===== src/rtl/pcpu_pkg.sv =====
// Shared CPU-side definitions: MIO peripheral addresses and UART transmitter types.
package pcpu;

    localparam logic [31:0] UART_BASE = 32'hD000_0000;

    // Register index taken from addr[3:2]
    localparam logic [1:0] UART_DATA = 2'd0;
    localparam logic [1:0] UART_STAT = 2'd1;
    localparam logic [1:0] UART_DIV  = 2'd2;

    typedef enum logic [1:0] {
        TX_IDLE,
        TX_START,
        TX_DATA,
        TX_STOP
    } uart_tx_state_t;

    typedef struct packed {
        logic irq;
        logic ovf;
        logic busy;
        logic full;
        logic empty;
    } uart_status_t;

    // A divisor of zero would stall the bit timer, so it behaves as one clock per bit.
    function automatic logic [15:0] uart_eff_div(input logic [15:0] div);
        return (div == 16'd0) ? 16'd1 : div;
    endfunction

endpackage


===== src/rtl/mio_uart_tx_fifo.sv =====
// Synchronous FIFO with pointer+count bookkeeping; a push while full is accepted only
// when a pop happens on the same edge.
module sync_fifo #(
    parameter int WIDTH = 8,
    parameter int DEPTH = 8
) (
    input  logic             clk,
    input  logic             rst_n,
    input  logic             i_push,
    input  logic             i_pop,
    input  logic [WIDTH-1:0] i_wdata,
    output logic [WIDTH-1:0] o_rdata,
    output logic             o_full,
    output logic             o_empty
);

    localparam int AW = $clog2(DEPTH);
    localparam logic [AW:0] FULL_CNT = (AW + 1)'(DEPTH);

    logic [WIDTH-1:0] r_mem [DEPTH];
    logic [AW-1:0]    r_wr_ptr;
    logic [AW-1:0]    r_rd_ptr;
    logic [AW:0]      r_count;
    logic             w_do_push;
    logic             w_do_pop;

    assign o_full    = (r_count == FULL_CNT);
    assign o_empty   = (r_count == '0);
    assign o_rdata   = r_mem[r_rd_ptr];
    assign w_do_pop  = i_pop & ~o_empty;
    assign w_do_push = i_push & (~o_full | w_do_pop);

    always_ff @(posedge clk) begin
        if (w_do_push) begin
            r_mem[r_wr_ptr] <= i_wdata;
        end
    end

    always_ff @(posedge clk or negedge rst_n) begin
        if (!rst_n) begin
            r_wr_ptr <= '0;
            r_rd_ptr <= '0;
            r_count  <= '0;
        end else begin
            if (w_do_push) r_wr_ptr <= r_wr_ptr + 1'b1;
            if (w_do_pop)  r_rd_ptr <= r_rd_ptr + 1'b1;
            case ({w_do_push, w_do_pop})
                2'b10:   r_count <= r_count + 1'b1;
                2'b01:   r_count <= r_count - 1'b1;
                default: r_count <= r_count;
            endcase
        end
    end

endmodule


===== src/rtl/mio_uart_tx.sv =====
// MIO-bus UART transmitter: DATA/STATUS/BAUDDIV registers, 8-deep TX FIFO and an
// 8N1 serializer whose bit timer is reloaded from a divisor latched at frame start.
module mio_uart_tx
    import pcpu::*;
#(
    parameter int FIFO_DEPTH  = 8,
    parameter int DEFAULT_DIV = 868
) (
    input  logic        clk,
    input  logic        RSTN,
    input  logic        sel,
    input  logic        mem_w,
    input  logic [31:0] addr_bus,
    input  logic [31:0] Cpu_data2bus,
    output logic [31:0] bus_rdata,
    output logic        txd,
    output logic        tx_irq
);

    uart_tx_state_t r_state;
    uart_tx_state_t w_state_next;
    uart_status_t   w_status;
    logic [15:0]    r_div;
    logic [15:0]    r_cur_div;
    logic [15:0]    r_timer;
    logic [15:0]    w_div_eff;
    logic [2:0]     r_bit_idx;
    logic [7:0]     r_shift;
    logic [7:0]     w_fifo_rdata;
    logic [1:0]     w_reg_idx;
    logic           r_txd;
    logic           r_ovf;
    logic           r_irq;
    logic           w_fifo_full;
    logic           w_fifo_empty;
    logic           w_pop;
    logic           w_tick;
    logic           w_wr_data;
    logic           w_wr_stat;
    logic           w_wr_div;
    logic           w_drop;
    logic           w_unused;

    assign w_reg_idx = addr_bus[3:2];
    assign w_wr_data = sel & mem_w & (w_reg_idx == UART_DATA);
    assign w_wr_stat = sel & mem_w & (w_reg_idx == UART_STAT);
    assign w_wr_div  = sel & mem_w & (w_reg_idx == UART_DIV);
    assign w_drop    = w_wr_data & w_fifo_full & ~w_pop;
    assign w_tick    = (r_timer == 16'd0);
    assign w_div_eff = uart_eff_div(r_div);
    assign w_unused  = ^{addr_bus[31:4], addr_bus[1:0], Cpu_data2bus[31:16]};

    sync_fifo #(
        .WIDTH (8),
        .DEPTH (FIFO_DEPTH)
    ) u_fifo (
        .clk     (clk),
        .rst_n   (RSTN),
        .i_push  (w_wr_data),
        .i_pop   (w_pop),
        .i_wdata (Cpu_data2bus[7:0]),
        .o_rdata (w_fifo_rdata),
        .o_full  (w_fifo_full),
        .o_empty (w_fifo_empty)
    );

    always_ff @(posedge clk or negedge RSTN) begin
        if (!RSTN) r_state <= TX_IDLE;
        else       r_state <= w_state_next;
    end

    // STOP pops straight into START so queued frames run with no idle gap.
    always_comb begin
        w_state_next = r_state;
        w_pop        = 1'b0;
        case (r_state)
            TX_IDLE: begin
                if (!w_fifo_empty) begin
                    w_pop        = 1'b1;
                    w_state_next = TX_START;
                end
            end
            TX_START: if (w_tick) w_state_next = TX_DATA;
            TX_DATA:  if (w_tick && r_bit_idx == 3'd7) w_state_next = TX_STOP;
            TX_STOP: begin
                if (w_tick) begin
                    if (!w_fifo_empty) begin
                        w_pop        = 1'b1;
                        w_state_next = TX_START;
                    end else begin
                        w_state_next = TX_IDLE;
                    end
                end
            end
            default: w_state_next = TX_IDLE;
        endcase
    end

    always_ff @(posedge clk or negedge RSTN) begin
        if (!RSTN) begin
            r_timer   <= '0;
            r_cur_div <= '0;
            r_bit_idx <= '0;
            r_shift   <= '0;
            r_txd     <= 1'b1;
        end else if (w_pop) begin
            r_shift   <= w_fifo_rdata;
            r_cur_div <= w_div_eff;
            r_timer   <= w_div_eff - 16'd1;
            r_bit_idx <= '0;
            r_txd     <= 1'b0;
        end else if (r_state != TX_IDLE) begin
            if (w_tick) begin
                r_timer <= r_cur_div - 16'd1;
                case (r_state)
                    TX_START: r_txd <= r_shift[0];
                    TX_DATA: begin
                        if (r_bit_idx == 3'd7) begin
                            r_txd <= 1'b1;
                        end else begin
                            r_txd     <= r_shift[1];
                            r_shift   <= r_shift >> 1;
                            r_bit_idx <= r_bit_idx + 3'd1;
                        end
                    end
                    default: r_txd <= 1'b1;
                endcase
            end else begin
                r_timer <= r_timer - 16'd1;
            end
        end
    end

    // A dropped push sets ovf even if a clear were somehow presented on the same edge.
    always_ff @(posedge clk or negedge RSTN) begin
        if (!RSTN) begin
            r_div <= 16'(DEFAULT_DIV);
            r_ovf <= 1'b0;
            r_irq <= 1'b1;
        end else begin
            if (w_wr_div) r_div <= Cpu_data2bus[15:0];
            if (w_drop)                              r_ovf <= 1'b1;
            else if (w_wr_stat && Cpu_data2bus[3])   r_ovf <= 1'b0;
            r_irq <= (r_state == TX_IDLE) & w_fifo_empty;
        end
    end

    assign txd    = r_txd;
    assign tx_irq = r_irq;

    always_comb begin
        w_status.irq   = r_irq;
        w_status.ovf   = r_ovf;
        w_status.busy  = (r_state != TX_IDLE);
        w_status.full  = w_fifo_full;
        w_status.empty = w_fifo_empty;
    end

    always_comb begin
        bus_rdata = '0;
        if (sel) begin
            case (w_reg_idx)
                UART_STAT: bus_rdata = {27'b0, w_status};
                UART_DIV:  bus_rdata = {16'b0, r_div};
                default:   bus_rdata = '0;
            endcase
        end
    end

endmodule


===== config.mk =====
export PLATFORM = sky130hd
export DESIGN_NAME = mio_uart_tx
export DESIGN_NICKNAME = d
export VERILOG_FILES = /design/src/rtl/pcpu_pkg.sv /design/src/rtl/mio_uart_tx_fifo.sv /design/src/rtl/mio_uart_tx.sv
export SDC_FILE = /design/constraint.sdc
export NUM_CORES = 1
export LEC_CHECK = 0
export ABC_AREA = 1
export BUFFER_PORTS_ARGS = -buffer_cell sky130_fd_sc_hd__buf_2
export CAP_MARGIN = 20
export CORE_AREA = 2 2 116 118
export CTS_CLUSTER_SIZE = 25
export DETAILED_ROUTE_END_ITERATION = 16
export DIE_AREA = 0 0 118 120
export GPL_TIMING_DRIVEN = 0
export PLACE_DENSITY = 0.76
export SYNTH_ARGS = -nofsm -noshare
export SYNTH_HDL_FRONTEND = slang
export SYNTH_HIERARCHICAL = 1
export SYNTH_SLANG_ARGS = --single-unit

===== constraint.sdc =====
create_clock -name clk -period 4.8 [get_ports clk]
set_input_delay 0.48 -clock clk [delete_from_list [all_inputs] [get_ports clk]]
set_output_delay 0.48 -clock clk [all_outputs]
set_load 0.03 [all_outputs]

# Word level (Yosys, flattened, before mapping)
# Memories as Yosys holds them, arrays and structs flattened.
# Cells that the tools add are included.
word_totals:
  register_bits: 74
  ram_bits: 64
  input_bits: 68
  output_inout_bits: 34
  elab_cells: 99
  mem_count: 1
op_classes:
  addsub: 8
  n_eq_ne: 14
  muxes: 35
  bitwise_logic: 13
  reduce_logical: 16
memory_table:
  columns: ["memory", "depth", "width", "rd", "rd_ports_with_merged_regs", "write_ports", "line_no", "source"]
  rows:
  - ["u_fifo.r_mem", 8, 8, 1, 0, 1, "mio_uart_tx_fifo.sv:20", "logic [WIDTH-1:0] r_mem [DEPTH];"]
op_table:
  columns: ["cell", "count"]
  rows:
  - ["$mux W16", 5]
  - ["$sub A16 B1 Y16 const B", 3]
  - ["$mux W8", 5]
  - ["$logic_not A16 Y1", 2]
  - ["$pmux W16 S2", 1]
  - ["$mux W3", 5]
  - ["$reduce_bool A2 Y1", 6]
  - ["$mux W1", 11]
  - ["$add A3 B1 Y3 const B", 3]
  - ["$and A1 B1 Y1", 9]
  - ["$eq A2 B2 Y1 const B", 4]
  - ["$mux W2", 4]
  - ["$ne A2 B2 Y1 const B", 4]
  - ["$pmux W2 S4", 1]
  - ["$pmux W4 S2", 1]
  - ["$reduce_and A4 Y1", 2]
  - ["$eq A2 B1 Y1 const B", 3]
  - ["$add A4 B1 Y4 const B", 1]
  - ["$eq A4 B4 Y1 const B", 1]
  - ["$logic_not A2 Y1", 2]
  - ["$logic_not A4 Y1", 1]
  - ["$pmux W1 S2", 2]
  - ["$sub A4 B1 Y4 const B", 1]
  - ["$eq A3 B3 Y1 const B", 1]
  - ["5 further kinds", 8]

# Longest topological paths before layout
# Gate-level depths: netlist (run 1).
depth:
  word_depth: 9
  depth_mapped: 20

# Modules after synthesis
# The synthesis (run 1) kept the hierarchy.
by_module_without_submodules:
  columns: ["module", "n_inst", "cells_per_inst", "area_each_um2", "seq_area_each_um2"]
  rows:
  - ["mio_uart_tx", 1, 514, 3843.7, 1610.3]
  - ["sync_fifo", 1, 254, 3126.7, 2172.1]

# Least setup slack after synthesis (run 1)
# Ideal clock, no wire load.
synth_timing:
  kind: "reg-to-reg"
  startpoint: "register r_state[0]"
  endpoint: "memory u_fifo.r_mem[4][0] (enable)"
  setup_ns: 0.383
  t_arrival_ns: 2.527
  slack_ns: 1.890
  path_stages_with_launch: 14
  path_buffers: 2
  synth_period_minus_slack_ns: 2.910
  path_cell_list: "dfrtp_1 inv_1 ha_1 inv_1 or2_1 nand2_4 nand2_4 inv_2 buf_2 buf_2 nand2_4 nand2_4 nand3_2 nor3_1"
synth_between:
  elab_chain_len: 7
  elab_cells_between_ends: 8
  classes_between: "eq/ne (1); mux (3); bitwise (3); reduce/logical (1)"
synth_rtl:
  columns: ["item", "line_no", "source"]
  rows:
  - ["start, declared", "mio_uart_tx.sv:20", "uart_tx_state_t r_state;"]
  - ["start signal, assigned", "mio_uart_tx.sv:69", "else r_state <= w_state_next;"]
  - ["$eq A2 B2 Y1 or $logic_not A2 Y1 (tied branches)", "mio_uart_tx.sv:76", "case (r_state)"]
  - ["$pmux W1 S2 *", "mio_uart_tx.sv:76", null]
  - ["net w_pop", "mio_uart_tx.sv:36", "logic w_pop;"]
  - ["$and A1 B1 Y1 *", "mio_uart_tx_fifo.sv:30", "assign w_do_pop = i_pop & ~o_empty;"]
  - ["$or A1 B1 Y1 *", "mio_uart_tx_fifo.sv:31", "assign w_do_push = i_push & (~o_full | w_do_pop);"]
  - ["$and A1 B1 Y1 *", "mio_uart_tx_fifo.sv:31", null]
  - ["$mux W1 *", "mio_uart_tx_fifo.sv:34", "if (w_do_push) begin"]
  - ["$mux W1 (implied by the code) *", "mio_uart_tx_fifo.sv:35", "r_mem[r_wr_ptr] <= i_wdata;"]
  - ["end, declared", "mio_uart_tx_fifo.sv:20", null]
# The timed path passes the listed nets; every way through them passes the cells marked *.

# Final worst setup path (run 1)
layout_timing:
  startpoint: "register r_state[0]"
  endpoint: "memory u_fifo.r_mem[5][4] (enable)"
# Same word-level chain as after synthesis.

==> impl_metrics.yaml, run 1 <==
placed_design:
  io_buffers: 39
  dp_hpwl_um: 10800
  placed_cells: 1002
  place.gp.congestion: 0.881
yosys:
  yosysUniqueCellTypes: 44
  syn_area_per_cell_um2: 9.08
  postSynthCellCount: 768
  synth-main-ff-cell: "dfrtp_1"
  synth_top_area_share_pct: 27.6
  synth.cell_area_um2: 6970
  yosysMostFrequentCell: "nand2_1"
  synth_top_area_cell: "edfxtp_1"
  synth_common_cells: "169 x nand2_1, 85 x nor2_1, 72 x inv_1"
  seq_area_frac_synth_pct: 54.3
  synth.area.top_cells: "edfxtp_1 28%, dfrtp_1 24%, nand2_1 9.1%, nor2_1 4.6%, o21ai_0 3.9%"
  synth_edf_count: 64
  yosysWarnings: 6
  ys_ff_latch: 138
  postSynth.asyncResetShare_pct: 53.6
power_and_ir_drop:
  powerDensity_nw_per_um2: 436
  p_seq_share_pct: 42.2
  p_int_uw: 2470
  p_sw_uw: 1060
  power_frac_comb_pct: 19.3
  swShare_pct: 30.1
  leakagePower_uw: 0.00372
  clock_power_share_pct: 38.5
  vdd_drop_max_uv: 333
timing:
  rsz0062_at_grt: "false"
  finalCritPeriodShare_pct: 73.8
  finalSetupViolations: 0
  final.setup_skew_ps: 8.08
  fmax_mhz: 282
  min_period_ps: 3540
  hold_viol: 0
  max-slew-margin-rel_pct: 34.7
  drv_slew: 0
  fin_tns_setup_ps: 0
  holdWs_ps: 9.54
  tightest_slew_ps: 972
finish:
  seq_area_um2: 3780
  drive_gt1_share_pct: 19.1
  area_growth_pct: 16.2
  n_antenna_cell: 0
  fillCellCount: 1064
  instances_no_fill: 1035
  nNetsFinal: 930
  multi_input_area_um2: 2690
setup_path:
  critical_path_required_ps: 4840
  cp_max_fo: 12
  cp-end-kind: "register"
  critPathKind: "reg2reg"
  startpoint_type: "register"
  arrival_ps: 3580
  r2r_setup_slack_ps: 1260
global_route:
  antenna_found_initial: 0
  grt_pass1_vias: 5126
  grt_usage_pct: 23.0
  grt_pass1_wl_um: 25500
  grt_max_degree: 43
  globalRouteOverflowTotal: 0
worst_hold_path:
  hp-class: "in2async"
floorplanning:
  core_um2: 13000
  row_count: 42
  die_area_um2: 14200
  die_h_um: 120
  start_util_pct: 53.7
  ios: 102
  die_width_um: 118
detailed_routing:
  via_per_inst: 5.27
  drt-total-wl_um: 15400
  drcViolationCount: 0
  firstDrtPassIters: 5
  ant_nets: 0
  wl_per_cell_um: 14.9
  first_iter_violations: 398
  vias: 5451
clocking:
  cts_tree: "done"
  path_clk_slew_ps: 60
  cts-htree-levels: 4
  cts_buffer_depth: 2
  insertion_delay_ps: 420
  cts_root_buf: "clkbuf_16"
  cts_buffers: 17
  clock_sinks: 138
  cts_setup_buffers: 0
  cts_resized: 0
  cts_hold_repair.buffers: 0
run_status:
  outcome: "finished, final reports clean"
job:
  max-cap-violations: 0
==> placed cells by master (no fill, tap or decap), drive strengths merged <==
master / n
dfstp: 7
clkinv: 5
xor2: 4
conb: 16
a21oi: 26
clkbuf: 29
a211oi: 1
o22ai: 9
nand3: 46
nand4: 5
buf: 76
edfxtp: 64
bufinv: 3
or2: 1
a22oi: 1
clkinvlp: 2
o31ai: 1
nor4: 3
nor2: 98
o21bai: 6
nand2: 189
xnor2: 1
inv: 82
o21ai: 63
mux2i: 8
a31oi: 7
dfrtp: 67
a32o: 1
o21a: 1
fa: 1
ha: 15
nor3: 15
mux2: 5
a22o: 1
==> area by class of cell <==
cell class / count / share of cell area [%]
Sequential cell: 138 / 46.7
Multi-Input combinational cell: 524 / 33.2
Clock buffer: 20 / 5.64
Inverter: 80 / 3.71
Buffer: 41 / 3.15
Timing Repair Buffer: 44 / 2.93
Tap cell: 176 / 2.72
Clock inverter: 12 / 1.99
==> final timing paths <==
kind,start,endpoint,cells after the start
worst min register to register,r_cur_div[11],r_cur_div[11],2
worst min-delay path,RSTN,r_cur_div[12],1
worst max-delay path,r_state[0],u_fifo/r_mem[5][4],13
min in group clk,Cpu_data2bus[9],r_div[9],3
max in group asynchronous,RSTN,tx_irq,2
worst max register to register,r_state[0],u_fifo/r_mem[5][4],13
==> layer usage <==
| layer | vias to the layer above | GRT usage [%] | part of all wire, % |
|---|---|---|---|
| met5 | - | 0 | 0 |
| met4 | 0 | 7.30 | 1.4 |
| met3 | 27 | 5.09 | 6.1 |
| met2 | 195 | 35.8 | 46 |
| met1 | 2562 | 32.4 | 47 |
| li1 | 2667 | - | - |
==> critical path, cell delays in order, from the launching register on <==
cell	delay, ps
dfrtp_1	410
inv_1	130
ha_1	230
inv_1	120
or2_1	260
nand2_4	130
nand2_4	120
inv_2	90
buf_2	210
buf_2	340
nand2_4	140
nand2_4	110
nand2_2	100
nor4_2	760
==> sequential cells by signal (all words and copies together) (netlist names) <==
signal / count
r_bit_idx: 3
r_cur_div: 16
r_div: 16
r_ovf: 1
r_shift: 8
r_state: 2
r_timer: 16
tx_irq: 1
txd: 1
u_fifo/r_count: 4
u_fifo/r_mem: 64
u_fifo/r_rd_ptr: 3
u_fifo/r_wr_ptr: 3
==> power by group through the flow <==
stage / registers (uW) / clock network (uW) / logic (uW)
after global placement: 1500 / 0 / 652
final: 1490 / 1360 / 682
after global routing: 1500 / 1430 / 770
after CTS: 1490 / 1370 / 675
after detailed placement: 1510 / 0 / 666
after floorplan: 1470 / 0 / 534
==> per-stage QoR <==
stage	power, uW	util [%]	setup WS (ps)	cell area [um^2]
floorplan	2010	-	1890	7030
CTS	3530	62.4	1130	8100
global route	3710	62.4	1030	8100
finish	3530	62.4	1260	8100
detailed placement	2170	57.6	1160	7480
global placement	2160	57.3	1100	7440
==> logic make-up after synthesis <==
group | count (synthesis) | synth area share (%)
simple gates | 357 | 22.9
compound gates | 117 | 9.23
flops | 138 | 54.3
fa+ha+maj | 16 | 2.98
other cells | 1 | 0.0538
buf+inv | 121 | 7.97
mux | 13 | 1.96
xor+xnor | 5 | 0.628
Note: power is estimated with default switching activity, not from simulation.
==> inputs of run 2 (changes only) <==
Settings changed: ABC_AREA 1 to 0, CORE_AREA 2 2 116 118 to 2 2 120 122, DIE_AREA 0 0 118 120 to 0 0 122 124.
Clock period 4.8 ns to 3.2 ns, I/O delays scaled along.
==> impl_metrics.yaml, run 2 <==
detailed_routing:
  drcViolationCount: 0
  via_per_inst: 5.76
  vias: 5226
  first_iter_violations: 442
  firstDrtPassIters: 7
  ant_nets: 0
  wl_per_cell_um: 18.8
  drt-total-wl_um: 17000
worst_hold_path:
  hold_depth: 2
  hp-class: "in2reg"
yosys:
  synth_top_area_share_pct: 27.2
  synth_edf_count: 64
  ys_ff_latch: 138
  yosysUniqueCellTypes: 64
  yosysWarnings: 6
  postSynth.asyncResetShare_pct: 53.6
  yosysMostFrequentCell: "nand2_1"
  synth.area.top_cells: "edfxtp_1 27%, dfrtp_1 24%, nand2_1 4.6%, mux2_2 4.5%, nor2_1 3.3%"
  syn_area_per_cell_um2: 11.5
  synth-main-ff-cell: "dfrtp_1"
  synth_top_area_cell: "edfxtp_1"
  synth.cell_area_um2: 7080
  synth_common_cells: "86 x nand2_1, 67 x dfrtp_1, 64 x edfxtp_1"
  postSynthCellCount: 613
  seq_area_frac_synth_pct: 53.4
timing:
  tightest_slew_ps: 768
  final.setup_skew_ps: 6.87
  max-slew-margin-rel_pct: 48.6
  finalCritPeriodShare_pct: 97.6
  hold_viol: 0
  fin_tns_setup_ps: 0
  fmax_mhz: 320
  finalSetupViolations: 0
  min_period_ps: 3120
  drv_slew: 0
clocking:
  cts_buffers: 17
  cts_tree: "done"
  path_clk_slew_ps: 60
  insertion_delay_ps: 430
  clock_sinks: 138
  cts-htree-levels: 4
  cts_buffer_depth: 2
  cts_root_buf: "clkbuf_16"
finish:
  regMostFlops: "u_fifo/r_mem"
  n_antenna_cell: 0
  layout_commonest_cell: "nand2_1"
  final_util_pct: 62.6
  drive_gt1_share_pct: 28.7
  finalInstanceArea_um2: 8590
  area_growth_pct: 21.3
  fillCellCount: 1038
  nNetsFinal: 799
  largest_register_ffs: 64
  layout_common_cells: "86 x nand2_1, 64 x dfrtp_1, 64 x edfxtp_1, 62 x nor2_1, 45 x buf_2"
floorplanning:
  die_width_um: 122
  ios: 102
  die_h_um: 124
  die_area_um2: 15100
  start_util_pct: 51.6
  core_um2: 13700
  row_count: 43
global_route:
  antenna_found_initial: 0
  globalRouteOverflowTotal: 0
  grt_usage_pct: 23.5
  grt_max_degree: 51
  grt_busiest_layer: "met2"
  grtUsageMet3_pct: 5.77
  grt_pass1_vias: 5278
  grt_pass1_wl_um: 26900
  grt_use_met2_pct: 42.4
  gr-usage-met1_pct: 27.5
setup_path:
  cp-startpoint: "r_timer[8]"
  critPathKind: "reg2reg"
  arrival_ps: 3440
  crit_chain: "nor4_4 -> and2_1 -> buf_6 -> a31oi_4 -> buf_4 -> or3_1 -> o21ai_2 -> ha_2 -> o31a_1 -> buf_4 -> nand2_1 -> xnor2_1 -> mux2_2"
  worst-path-stages: 13
  cp.buffers_inverters: 3
  slowest_delay_ps: 420
  critical_path_required_ps: 3510
  crit_slowest_cell: "dfrtp_1"
  r2r_end: "r_timer[4]"
  cp-end-kind: "register"
  worst_r2r_path_depth: 13
  startpoint_type: "register"
  cp_max_fo: 10
  path_common_cell: "buf_4"
  cp_top_family: "simple AND/OR/NAND/NOR gates"
  worstSetupEndpoint: "r_timer[4]"
  r2r_setup_slack_ps: 80
  timing.rr.start: "r_timer[8]"
placed_design:
  place.gp.congestion: 0.914
  dp_hpwl_um: 11700
  post_dp_cell_area_um2: 7630
  io_buffers: 39
run_status:
  outcome: "finished, final reports clean"
power_and_ir_drop:
  powerDensity_nw_per_um2: 942
  leakagePower_uw: 0.00361
  vdd_drop_max_uv: 639
job:
  max-cap-violations: 0
run 2: changes by cell type after synthesis, moves of 9 or more:
cell / before / now
a21oi_1: 26 / 16
and3_1: 0 / 13
inv_1: 72 / 10
mux2_2: 5 / 28
mux4_2: 0 / 10
nand2_1: 169 / 86
nand2_2: 13 / 0
nand3_1: 43 / 13
nor2_1: 85 / 63
nor2_2: 9 / 0
o21ai_0: 55 / 18
xnor2_1: 1 / 15
run 2: where the power goes:
| group | switching, uW | internal [uW] | leakage [uW] |
|---|---|---|---|
| logic | 1740 | 1500 | 0.00184 |
| registers | 434 | 2270 | 0.00146 |
| clock network | 763 | 1390 | 0.000314 |
run 2: cell type report:
cell class,instances,area [um^2],area share (%)
inverters,11,46.3,0.539
well taps,180,225,2.62
plain buffers,43,287,3.34
flip-flops and latches,138,3790,44.1
clock buffers,19,433,5.04
repair buffers,71,463,5.39
multi-input cells,433,3130,36.5
clock inverters,13,215,2.51
run 2: kinds of logic after synthesis:
kind of cell    Yosys count  synth area share (%)
fa+ha+maj                16                  2.93
compound gates           89                  9.02
mux                      58                  12.1
buf+inv                  57                  4.51
simple gates            235                  15.6
flops                   138                  53.4
xor+xnor                 19                  2.35
other cells               1                0.0530
run 2: worst min-delay path by stage:
stage / from / end
after floorplan: RSTN / r_bit_idx[0]
after global placement: r_cur_div[15] / r_cur_div[15]
after detailed placement: RSTN / r_timer[2]
after CTS: Cpu_data2bus[8] / r_div[8]
after global routing: Cpu_data2bus[14] / r_div[14]
final: Cpu_data2bus[13] / r_div[13]
run 2: layer usage:
layer	part of all wire, %	up-vias
met1	39	2594
met4	1.5	0
met3	5.4	23
met2	54	192
met5	0	-
li1	-	2417
run 2: metrics by stage:
stage	cells	total power, uW	setup slack [ps]	hold slack, ps
after floorplan	628	4800	11.8	24.4
after global placement	847	5380	-969	453
after detailed placement	851	5530	-508	263
after CTS	894	7900	5.21	121
after global routing	908	8520	-60.1	123
final	908	8090	75.9	129
run 2: repair_timing:
item / in CTS / in global routing
pin swaps: 6 / 14
gates cloned: 0 / 0
hold buffers: 1 / 0
buffers inserted: 11 / 16
gates resized for setup: 18 / 20
endpoints found under the setup margin: 66 / 37
endpoints found under the hold margin: 22 / 0
